**config.mk**
```make
export PLATFORM = sky130hd
export DESIGN_NAME = morse_decoder_flat
export DESIGN_NICKNAME = d
export VERILOG_FILES = /design/src/rtl/morse_decoder_if.sv /design/src/rtl/morse_decoder.sv /design/src/flat_wrapper.sv
export SDC_FILE = /design/constraint.sdc
export NUM_CORES = 1
export LEC_CHECK = 0
export CAP_MARGIN = 20
export CORE_ASPECT_RATIO = 2
export CORE_MARGIN = 2
export CORE_UTILIZATION = 40
export DETAILED_ROUTE_END_ITERATION = 8
export PLACE_DENSITY = 0.54
export REMOVE_ABC_BUFFERS = 1
export SLEW_MARGIN = 20
export SYNTH_ARGS = -nofsm -noshare
export SYNTH_HDL_FRONTEND = slang
export SYNTH_SLANG_ARGS = --single-unit
```
**constraint.sdc**
```tcl
create_clock -name ClockIn -period 2.2 [get_ports ClockIn]
set_clock_uncertainty 0.2 [all_clocks]
set_input_delay 0.44 -clock ClockIn [delete_from_list [all_inputs] [get_ports ClockIn]]
set_output_delay 0.44 -clock ClockIn [all_outputs]
set_load 0.03 [all_outputs]
```
**src/rtl/morse_decoder_if.sv**
```systemverilog
// Receive-side Morse link bundle: serial line and bit tick in, decoded letter and status out.
// MORSE_DEC_ERR_EN adds the ErrorOut pulse to the bundle.
interface morse_decoder_if;
  logic       DotDashIn;
  logic       NewBitIn;
  logic [2:0] LetterOut;
  logic       LetterValid;
  logic       BusyOut;
`ifdef MORSE_DEC_ERR_EN
  logic       ErrorOut;
`endif

  modport master (
    output DotDashIn, NewBitIn,
    input  LetterOut, LetterValid, BusyOut
`ifdef MORSE_DEC_ERR_EN
    , input ErrorOut
`endif
  );

  modport slave (
    input  DotDashIn, NewBitIn,
    output LetterOut, LetterValid, BusyOut
`ifdef MORSE_DEC_ERR_EN
    , output ErrorOut
`endif
  );
endinterface

```
**src/rtl/morse_decoder.sv**
```systemverilog
// Morse receiver decoding A..H; LetterValid pulses the cycle after the tick sampling the last gap zero.
// No backpressure: every tick is consumed. MORSE_DEC_ERR_EN enables the ErrorOut pulse for malformed letters.
module morse_decoder #(
  parameter int DASH_BITS   = 3,
  parameter int GAP_BITS    = 3,
  parameter int MAX_SYMBOLS = 4
) (
  input  logic           ClockIn,
  input  logic           Reset,
  morse_decoder_if.slave rx
);
  localparam int MW = $clog2(DASH_BITS + 2);
  localparam int SW = $clog2(GAP_BITS + 1);
  localparam int CW = $clog2(MAX_SYMBOLS + 1);

  localparam logic [MW-1:0] MARK_DOT   = MW'(1);
  localparam logic [MW-1:0] MARK_DASH  = MW'(DASH_BITS);
  localparam logic [MW-1:0] MARK_SAT   = MW'(DASH_BITS + 1);
  localparam logic [SW-1:0] SPACE_LAST = SW'(GAP_BITS - 1);
  localparam logic [CW-1:0] SYM_MAX    = CW'(MAX_SYMBOLS);

  typedef enum logic [1:0] {IDLE, MARK, SPACE} state_t;

  state_t                 state_q,     state_d;
  logic [MW-1:0]          mark_cnt_q,  mark_cnt_d;
  logic [SW-1:0]          space_cnt_q, space_cnt_d;
  logic [CW-1:0]          sym_cnt_q,   sym_cnt_d;
  logic [MAX_SYMBOLS-1:0] sym_reg_q,   sym_reg_d;
  logic                   bad_q,       bad_d;
  logic [2:0]             letter_q,    letter_d;
  logic                   letter_vld_q, letter_vld_d;
`ifdef MORSE_DEC_ERR_EN
  logic                   error_q,     error_d;
`endif
  logic [3:0]             dec;

  // Returns {hit, code}; first symbol sits in the MSB of the used bits, dash = 1.
  function automatic logic [3:0] decode(input logic [CW-1:0] cnt,
                                        input logic [MAX_SYMBOLS-1:0] sym);
    logic [3:0] r;
    r = 4'b0000;
    case (int'(cnt))
      1: if (sym == MAX_SYMBOLS'(4'b0000)) r = {1'b1, 3'd4};
      2: if (sym == MAX_SYMBOLS'(4'b0001)) r = {1'b1, 3'd0};
      3: begin
        if (sym == MAX_SYMBOLS'(4'b0100)) r = {1'b1, 3'd3};
        if (sym == MAX_SYMBOLS'(4'b0110)) r = {1'b1, 3'd6};
      end
      4: begin
        if (sym == MAX_SYMBOLS'(4'b1000)) r = {1'b1, 3'd1};
        if (sym == MAX_SYMBOLS'(4'b1010)) r = {1'b1, 3'd2};
        if (sym == MAX_SYMBOLS'(4'b0010)) r = {1'b1, 3'd5};
        if (sym == MAX_SYMBOLS'(4'b0000)) r = {1'b1, 3'd7};
      end
      default: r = 4'b0000;
    endcase
    return r;
  endfunction

  always_comb begin
    state_d      = state_q;
    mark_cnt_d   = mark_cnt_q;
    space_cnt_d  = space_cnt_q;
    sym_cnt_d    = sym_cnt_q;
    sym_reg_d    = sym_reg_q;
    bad_d        = bad_q;
    letter_d     = letter_q;
    letter_vld_d = 1'b0;
`ifdef MORSE_DEC_ERR_EN
    error_d      = 1'b0;
`endif
    dec          = decode(sym_cnt_q, sym_reg_q);

    if (rx.NewBitIn) begin
      unique case (state_q)
        IDLE: begin
          if (rx.DotDashIn) begin
            state_d    = MARK;
            mark_cnt_d = MARK_DOT;
            sym_cnt_d  = '0;
            sym_reg_d  = '0;
            bad_d      = 1'b0;
          end
        end
        MARK: begin
          if (rx.DotDashIn) begin
            if (mark_cnt_q != MARK_SAT) mark_cnt_d = mark_cnt_q + 1'b1;
          end else begin
            sym_reg_d = {sym_reg_q[MAX_SYMBOLS-2:0], (mark_cnt_q == MARK_DASH)};
            if (mark_cnt_q != MARK_DOT && mark_cnt_q != MARK_DASH) bad_d = 1'b1;
            if (sym_cnt_q == SYM_MAX) bad_d = 1'b1;
            else                      sym_cnt_d = sym_cnt_q + 1'b1;
            state_d     = SPACE;
            space_cnt_d = SW'(1);
          end
        end
        SPACE: begin
          if (rx.DotDashIn) begin
            state_d    = MARK;
            mark_cnt_d = MARK_DOT;
          end else begin
            space_cnt_d = space_cnt_q + 1'b1;
            if (space_cnt_q == SPACE_LAST) begin
              state_d = IDLE;
              if (!bad_q && dec[3]) begin
                letter_d     = dec[2:0];
                letter_vld_d = 1'b1;
              end
`ifdef MORSE_DEC_ERR_EN
              else error_d = 1'b1;
`endif
            end
          end
        end
        default: state_d = IDLE;
      endcase
    end
  end

  always_ff @(posedge ClockIn) begin
    if (Reset) begin
      state_q      <= IDLE;
      mark_cnt_q   <= '0;
      space_cnt_q  <= '0;
      sym_cnt_q    <= '0;
      sym_reg_q    <= '0;
      bad_q        <= 1'b0;
      letter_q     <= 3'd0;
      letter_vld_q <= 1'b0;
`ifdef MORSE_DEC_ERR_EN
      error_q      <= 1'b0;
`endif
    end else begin
      state_q      <= state_d;
      mark_cnt_q   <= mark_cnt_d;
      space_cnt_q  <= space_cnt_d;
      sym_cnt_q    <= sym_cnt_d;
      sym_reg_q    <= sym_reg_d;
      bad_q        <= bad_d;
      letter_q     <= letter_d;
      letter_vld_q <= letter_vld_d;
`ifdef MORSE_DEC_ERR_EN
      error_q      <= error_d;
`endif
    end
  end

  assign rx.LetterOut   = letter_q;
  assign rx.LetterValid = letter_vld_q;
  assign rx.BusyOut     = (state_q != IDLE);
`ifdef MORSE_DEC_ERR_EN
  assign rx.ErrorOut    = error_q;
`endif
endmodule
```
**src/flat_wrapper.sv**
```systemverilog
// flat-port wrapper written by rule: the top's interface ports become plain ports
module morse_decoder_flat 
#(
  parameter int DASH_BITS   = 3,
  parameter int GAP_BITS    = 3,
  parameter int MAX_SYMBOLS = 4
)
  (ClockIn, Reset, rx_DotDashIn, rx_NewBitIn, rx_LetterOut, rx_LetterValid, rx_BusyOut);
  morse_decoder_if rx_i ();
  input  logic ClockIn;
  input  logic Reset;
  input wire logic [$bits(rx_i.DotDashIn)-1:0] rx_DotDashIn;
  input wire logic [$bits(rx_i.NewBitIn)-1:0] rx_NewBitIn;
  output wire logic [$bits(rx_i.LetterOut)-1:0] rx_LetterOut;
  output wire logic [$bits(rx_i.LetterValid)-1:0] rx_LetterValid;
  output wire logic [$bits(rx_i.BusyOut)-1:0] rx_BusyOut;
  assign rx_i.DotDashIn = rx_DotDashIn;
  assign rx_i.NewBitIn = rx_NewBitIn;
  assign rx_LetterOut = rx_i.LetterOut;
  assign rx_LetterValid = rx_i.LetterValid;
  assign rx_BusyOut = rx_i.BusyOut;
  morse_decoder #(.DASH_BITS(DASH_BITS), .GAP_BITS(GAP_BITS), .MAX_SYMBOLS(MAX_SYMBOLS)) u_core (.ClockIn(ClockIn), .Reset(Reset), .rx(rx_i));
endmodule
```
# Word-level counts from Yosys, hierarchy flattened
# Index checks and enable logic that the tools add are counted.
dict set report op_classes {
  add_sub_neg 3
  mul 0
  div 0
  order_cmp 0
  eq_ne 26
  shift 0
  n_mux 34
  bitwise_logic 4
  n_reduce_logical 18
}
# op n
set ops {}
lappend ops {{4-bit two-way mux} 10}
lappend ops {{5-bit AND reduction} 4}
lappend ops {{3-bit two-way mux} 6}
lappend ops {{4-bit one-hot mux with 4 select lines} 1}
lappend ops {{2-bit two-way mux} 6}
lappend ops {{3-bit one-hot mux with 2 select lines} 2}
lappend ops {{4-bit AND reduction} 3}
lappend ops {{2-bit inequality test, second input constant} 5}
lappend ops {{3-bit by 2-bit equality test with 1-bit output, second input constant} 3}
lappend ops {{4-bit by 3-bit equality test with 1-bit output, second input constant} 2}
lappend ops {{4-bit equality test, second input constant} 2}
lappend ops {{4-bit one-hot mux with 2 select lines} 1}
lappend ops {{2-bit nonzero test} 4}
lappend ops {{3-bit by 1-bit adder with 3-bit output, second input constant} 2}
lappend ops {{3-bit by 1-bit inequality test with 1-bit output, second input constant} 2}
lappend ops {{3-bit by 2-bit inequality test with 1-bit output, second input constant} 2}
lappend ops {{2-bit one-hot mux with 3 select lines} 1}
lappend ops {{1-bit two-way mux} 5}
lappend ops {{5-bit OR reduction} 1}
lappend ops {{2-bit equality test, second input constant} 2}
lappend ops {{4-bit by 1-bit equality test with 1-bit output, second input constant} 1}
lappend ops {{4-bit by 2-bit equality test with 1-bit output, second input constant} 1}
lappend ops {{4-bit zero test} 1}
lappend ops {{2-bit by 1-bit inequality test with 1-bit output, second input constant} 2}
lappend ops {{12 further kinds} 16}
dict set report word_totals {
  reg_bits 19
  latchBits 0
  mem_bits_rw 0
  mem_bits_ro 0
  input_bits 4
  out_inout_bits 5
  n_memories 0
}

# Logic depth before layout (Yosys ltp)
dict set report logic_depth {
  word_depth 8
  ltp_mapped 7
  depth_no_buf 6
}

# Worst setup path before layout
# No wires, ideal clock.
dict set report synth_path {
  path_kind {reg2reg}
  startpoint {reg u_core.sym_cnt_q[0]}
  endpoint {reg u_core.letter_q[2], in the netlist u_core.rx.LetterOut[2]}
  arrival_time_ps 1479
  slack_ps 397
  stages_incl_launch_ff 7
  n_path_buf 0
  path_cell_list {dfxtp_1 ha_1 ha_1 nand3b_1 a21oi_1 o221ai_2 mux2_1}
}
dict set report synth_via {
  elab_chain_len 4
}
# item line_no
set synth_lines {}
lappend synth_lines {{start, declared} morse_decoder.sv:27} ;# logic [CW-1:0] sym_cnt_q, sym_cnt_d;
lappend synth_lines {{start signal, assigned} morse_decoder.sv:137} ;# sym_cnt_q <= sym_cnt_d;
lappend synth_lines {{3-bit equality test (tied with other cells)} morse_decoder.sv:42} ;# case (int'(cnt))
lappend synth_lines {{4-bit one-hot mux with 4 select lines (*)} morse_decoder.sv:42}
lappend synth_lines {{1-bit logical AND} morse_decoder.sv:105} ;# if (!bad_q && dec[3]) begin
lappend synth_lines {{5-bit AND reduction (no line)} -}
lappend synth_lines {{end signal, assigned} morse_decoder.sv:140} ;# letter_q <= letter_d;
lappend synth_lines {{end, declared} morse_decoder.sv:30} ;# logic [2:0] letter_q, letter_d;
# Mark *: on every way between the ends. The rest lies on a longest branch, timed or not.
# A chain may end at the register's enable or synchronous reset.

# Final worst setup path
dict set report layout_path {
  startpoint {reg u_core.state_q[0]}
  endpoint {out rx_BusyOut}
}
dict set report layout_via {
  elab_chain_len 1
}
# item line_no
set layout_lines {}
lappend layout_lines {{start, declared} morse_decoder.sv:24} ;# state_t state_q, state_d;
lappend layout_lines {{start signal, assigned} morse_decoder.sv:134} ;# state_q <= state_d;
lappend layout_lines {{2-bit nonzero test} morse_decoder.sv:150} ;# assign rx.BusyOut = (state_q != IDLE);
lappend layout_lines {{end, declared} flat_wrapper.sv:16} ;# output wire logic [$bits(rx_i.BusyOut)-1:0] rx_BusyOut;
# No other way between the ends.

==> flow_metrics.tcl <==
set metrics [dict create \
    core_region_area_sq_mm 0.00270 \
    postCtsHoldBufs 0 \
    final_net_count 163 \
    post_cts_buffers 0 \
    synth-seq-cells 19 \
    clock_latency_ns 0.26 \
    synthDistinctLibCells 33 \
    postRouteAntennaNets 0 \
    rows 27 \
    setup_viol 0 \
    ys_seq_area_share_pct 34.5 \
    drt_pass1_iterations 4 \
    max_stage_delay_ns 0.60 \
    clock_path_buffers 2 \
    crit_chain "nor2_1 > inv_1 > clkdlybuf4s50_1" \
    synthesis.area_sq_mm 0.00110 \
    die_h_um 78.2 \
    cp_slowest_cell "clkdlybuf4s50_1" \
    holdWs_ns 0.275 \
    post-place-cells 173 \
    drive_above_1_share_pct 11.5 \
    async_flop_share_pct 0 \
    worst_pin_slew_ns 0.452 \
    avgRoutedWirePerCell_um 13.3 \
    postLayoutCoreUtil_pct 48.3 \
    fmax_ghz 0.471 \
    fp.dieArea_sq_mm 0.00322 \
    worstHoldStart "u_core.rx.LetterOut[1]$_SDFFE_PP0P_" \
    critPathKind "flip-flop to output pin" \
    viasPerCell 5.44 \
    antenna_found_initial 0 \
    r2r-start "u_core.sym_cnt_q[0]$_SDFFE_PP0P_" \
    path_buf_inv 2 \
    path_max_fanout 4 \
    crit_arrival_ns 1.49 \
    period_minus_slack_ns 2.13 \
    critical_path.top_delay_family "buffers and inverters" \
    first_iter_violations 26 \
    start_kind "flip-flop" \
    final_cells 177 \
    gp_congestion 0.777 \
    cts-resized-gates 0 \
    outcome "complete, no violations" \
    cts_root_buf "clkbuf_8" \
    worstPathRequired_ns 1.56 \
    dp_hpwl_mm 1.86 \
    cts_buffers 3 \
    vias 963 \
    p_per_area_mw_per_mm2 516 \
    fin_setup_tns_ns 0 \
    die_w_um 41.1 \
    synthCells 133 \
    antenna_cells 0 \
    ys_warn_count 0 \
    ys.flop_type "dfxtp_1" \
    leakage_nw 0.539 \
    end_kind "output pin" \
    postRouteWirelength_mm 2.35 \
    grt_max_degree 15 \
    clock-sinks 19 \
    worst_ir_drop_vdd_mv 0.313 \
    io_pins 9 \
    hold_class "flip-flop to flip-flop" \
    io_buffers 8 \
    nFillCells 284 \
    rsz0062_at_grt "no" \
    final-max-slew-violation-count 0 \
    drc 0 \
    slew_headroom_pct 69.1 \
    start_util_pct 40.8 \
    crit_path_start "u_core.state_q[0]$_SDFFE_PP0P_" \
    syn_avg_cell_area_sq_um 8.29 \
    cts.reportedPaths.clkPinSlew_ns 0.07 \
    grt_pass1_wl_mm 3.96 \
    min_period_over_period_pct 96.6 \
    area_delta_synth_final_pct 18.5 \
    htreeDepth 1 \
    grt_usage_pct 17.6 \
    globalRouteOverflowTotal 0 \
    synth-edff-count 0 \
    grt_pass1_vias 904 \
    maxCapViolCount 0 \
    cts_tree "yes" \
    hold_violations 0 \
]
==> worst register-to-register path, stage by stage, from the launching register on <==
cell and delay (ns):
dfxtp_1 0.40, ha_1 0.18, ha_1 0.22, nand3b_1 0.13, a21oi_1 0.24, o221ai_2 0.13
mux2_1 0.32
==> state kept, by name (all words and copies together) (netlist names) <==
| name | cells |
|---|---|
| u_core.bad_q | 1 |
| u_core.mark_cnt_q | 3 |
| u_core.rx.LetterOut | 3 |
| u_core.rx.LetterValid | 1 |
| u_core.space_cnt_q | 2 |
| u_core.state_q | 2 |
| u_core.sym_cnt_q | 3 |
| u_core.sym_reg_q | 4 |
==> synthesized netlist by cell type, types with 3 or more instances <==
master    count  area share (%)
clkbuf_1      5             1.7
ha_1         10              11
nand2b_1      5             2.8
nor2_1       16             5.4
mux2i_1       5             4.5
nor3_1        3             1.4
dfxtp_1      19              35
o21ai_0       3             1.4
nand3b_1      3             2.0
a21oi_1      11             5.0
nand2_1      10             3.4
or3_1         3             1.7
inv_1        10             3.4
a22oi_1       4             2.7
==> final timing paths <==
| check | depth (start not counted) | to | slack (ns) |
|---|---|---|---|
| hold reg to reg | 2 | u_core.rx.LetterOut[1]$_SDFFE_PP0P_ | 0.27 |
| setup / recovery | 3 | rx_BusyOut | 0.07 |
| hold / removal | 2 | u_core.rx.LetterOut[1]$_SDFFE_PP0P_ | 0.27 |
| setup reg to reg | 6 | u_core.rx.LetterOut[2]$_SDFFE_PP0P_ | 0.28 |
==> metrics by stage <==
stage	instance area (sq um)	worst slack (ns)	total power, mW
floorplan	1070	0.398	0.397
global placement	1260	0.0449	0.434
detailed placement	1260	0.00128	0.436
CTS	1310	0.0696	0.683
global route	1310	0.0177	0.705
finish	1310	0.0748	0.674
==> layer usage <==
layer | GRT usage (%) | share of wire (%) | vias up
met5 | 0 | 0 | -
met4 | 7.74 | 1.7 | 0
met3 | 2.54 | 2.6 | 4
li1 | - | - | 486
met2 | 31.1 | 57 | 15
met1 | 18.7 | 39 | 458
==> cell families after synthesis <==
family,share of synthesized area [%]
AO/OA/AOI/OAI,16.5
XOR/XNOR,1.59
adder cells (fa/ha/maj),11.4
buffers and inverters,6.47
flip-flops,34.5
multiplexers,6.58
AND/OR/NAND/NOR,23.0
==> layout by cell type, fill, tap and decap left out, types with 2 or more instances in the layout <==
master            n
nand3_1           2
a22oi_1           4
mux2i_1           5
nand2_1          10
nor2b_1           2
nor3_1            3
a31oi_1           2
xor2_1            2
dfxtp_1          19
buf_4            10
o21ai_0           3
a21o_1            2
a21oi_1          11
clkbuf_8          3
clkdlybuf4s50_1   8
nand3b_1          3
nor2_1           16
or3_1             3
inv_1            10
nand2b_1          5
nand4b_1          2
o31ai_1           2
ha_1             10
==> power by group <==
part / total, mW / leakage [nW] / internal, mW / switching [mW]
sequential: 0.354 / 0.154 / 0.349 / 0.00457
clock: 0.247 / 0.0255 / 0.126 / 0.121
combinational: 0.0734 / 0.360 / 0.0326 / 0.0408
total: 0.674 / 0.539 / 0.508 / 0.166
==> layout make-up <==
| type | count | area, sq um | share of cell area, % |
|---|---|---|---|
| Clock buffer | 3 | 41.3 | 3.16 |
| Clock inverter | 1 | 5.00 | 0.383 |
| Inverter | 10 | 37.5 | 2.87 |
| Multi-Input combinational cell | 97 | 651 | 49.8 |
| Sequential cell | 19 | 380 | 29.1 |
| Tap cell | 29 | 36.3 | 2.78 |
| Timing Repair Buffer | 18 | 155 | 11.9 |
(Power assumes the default switching activity.)
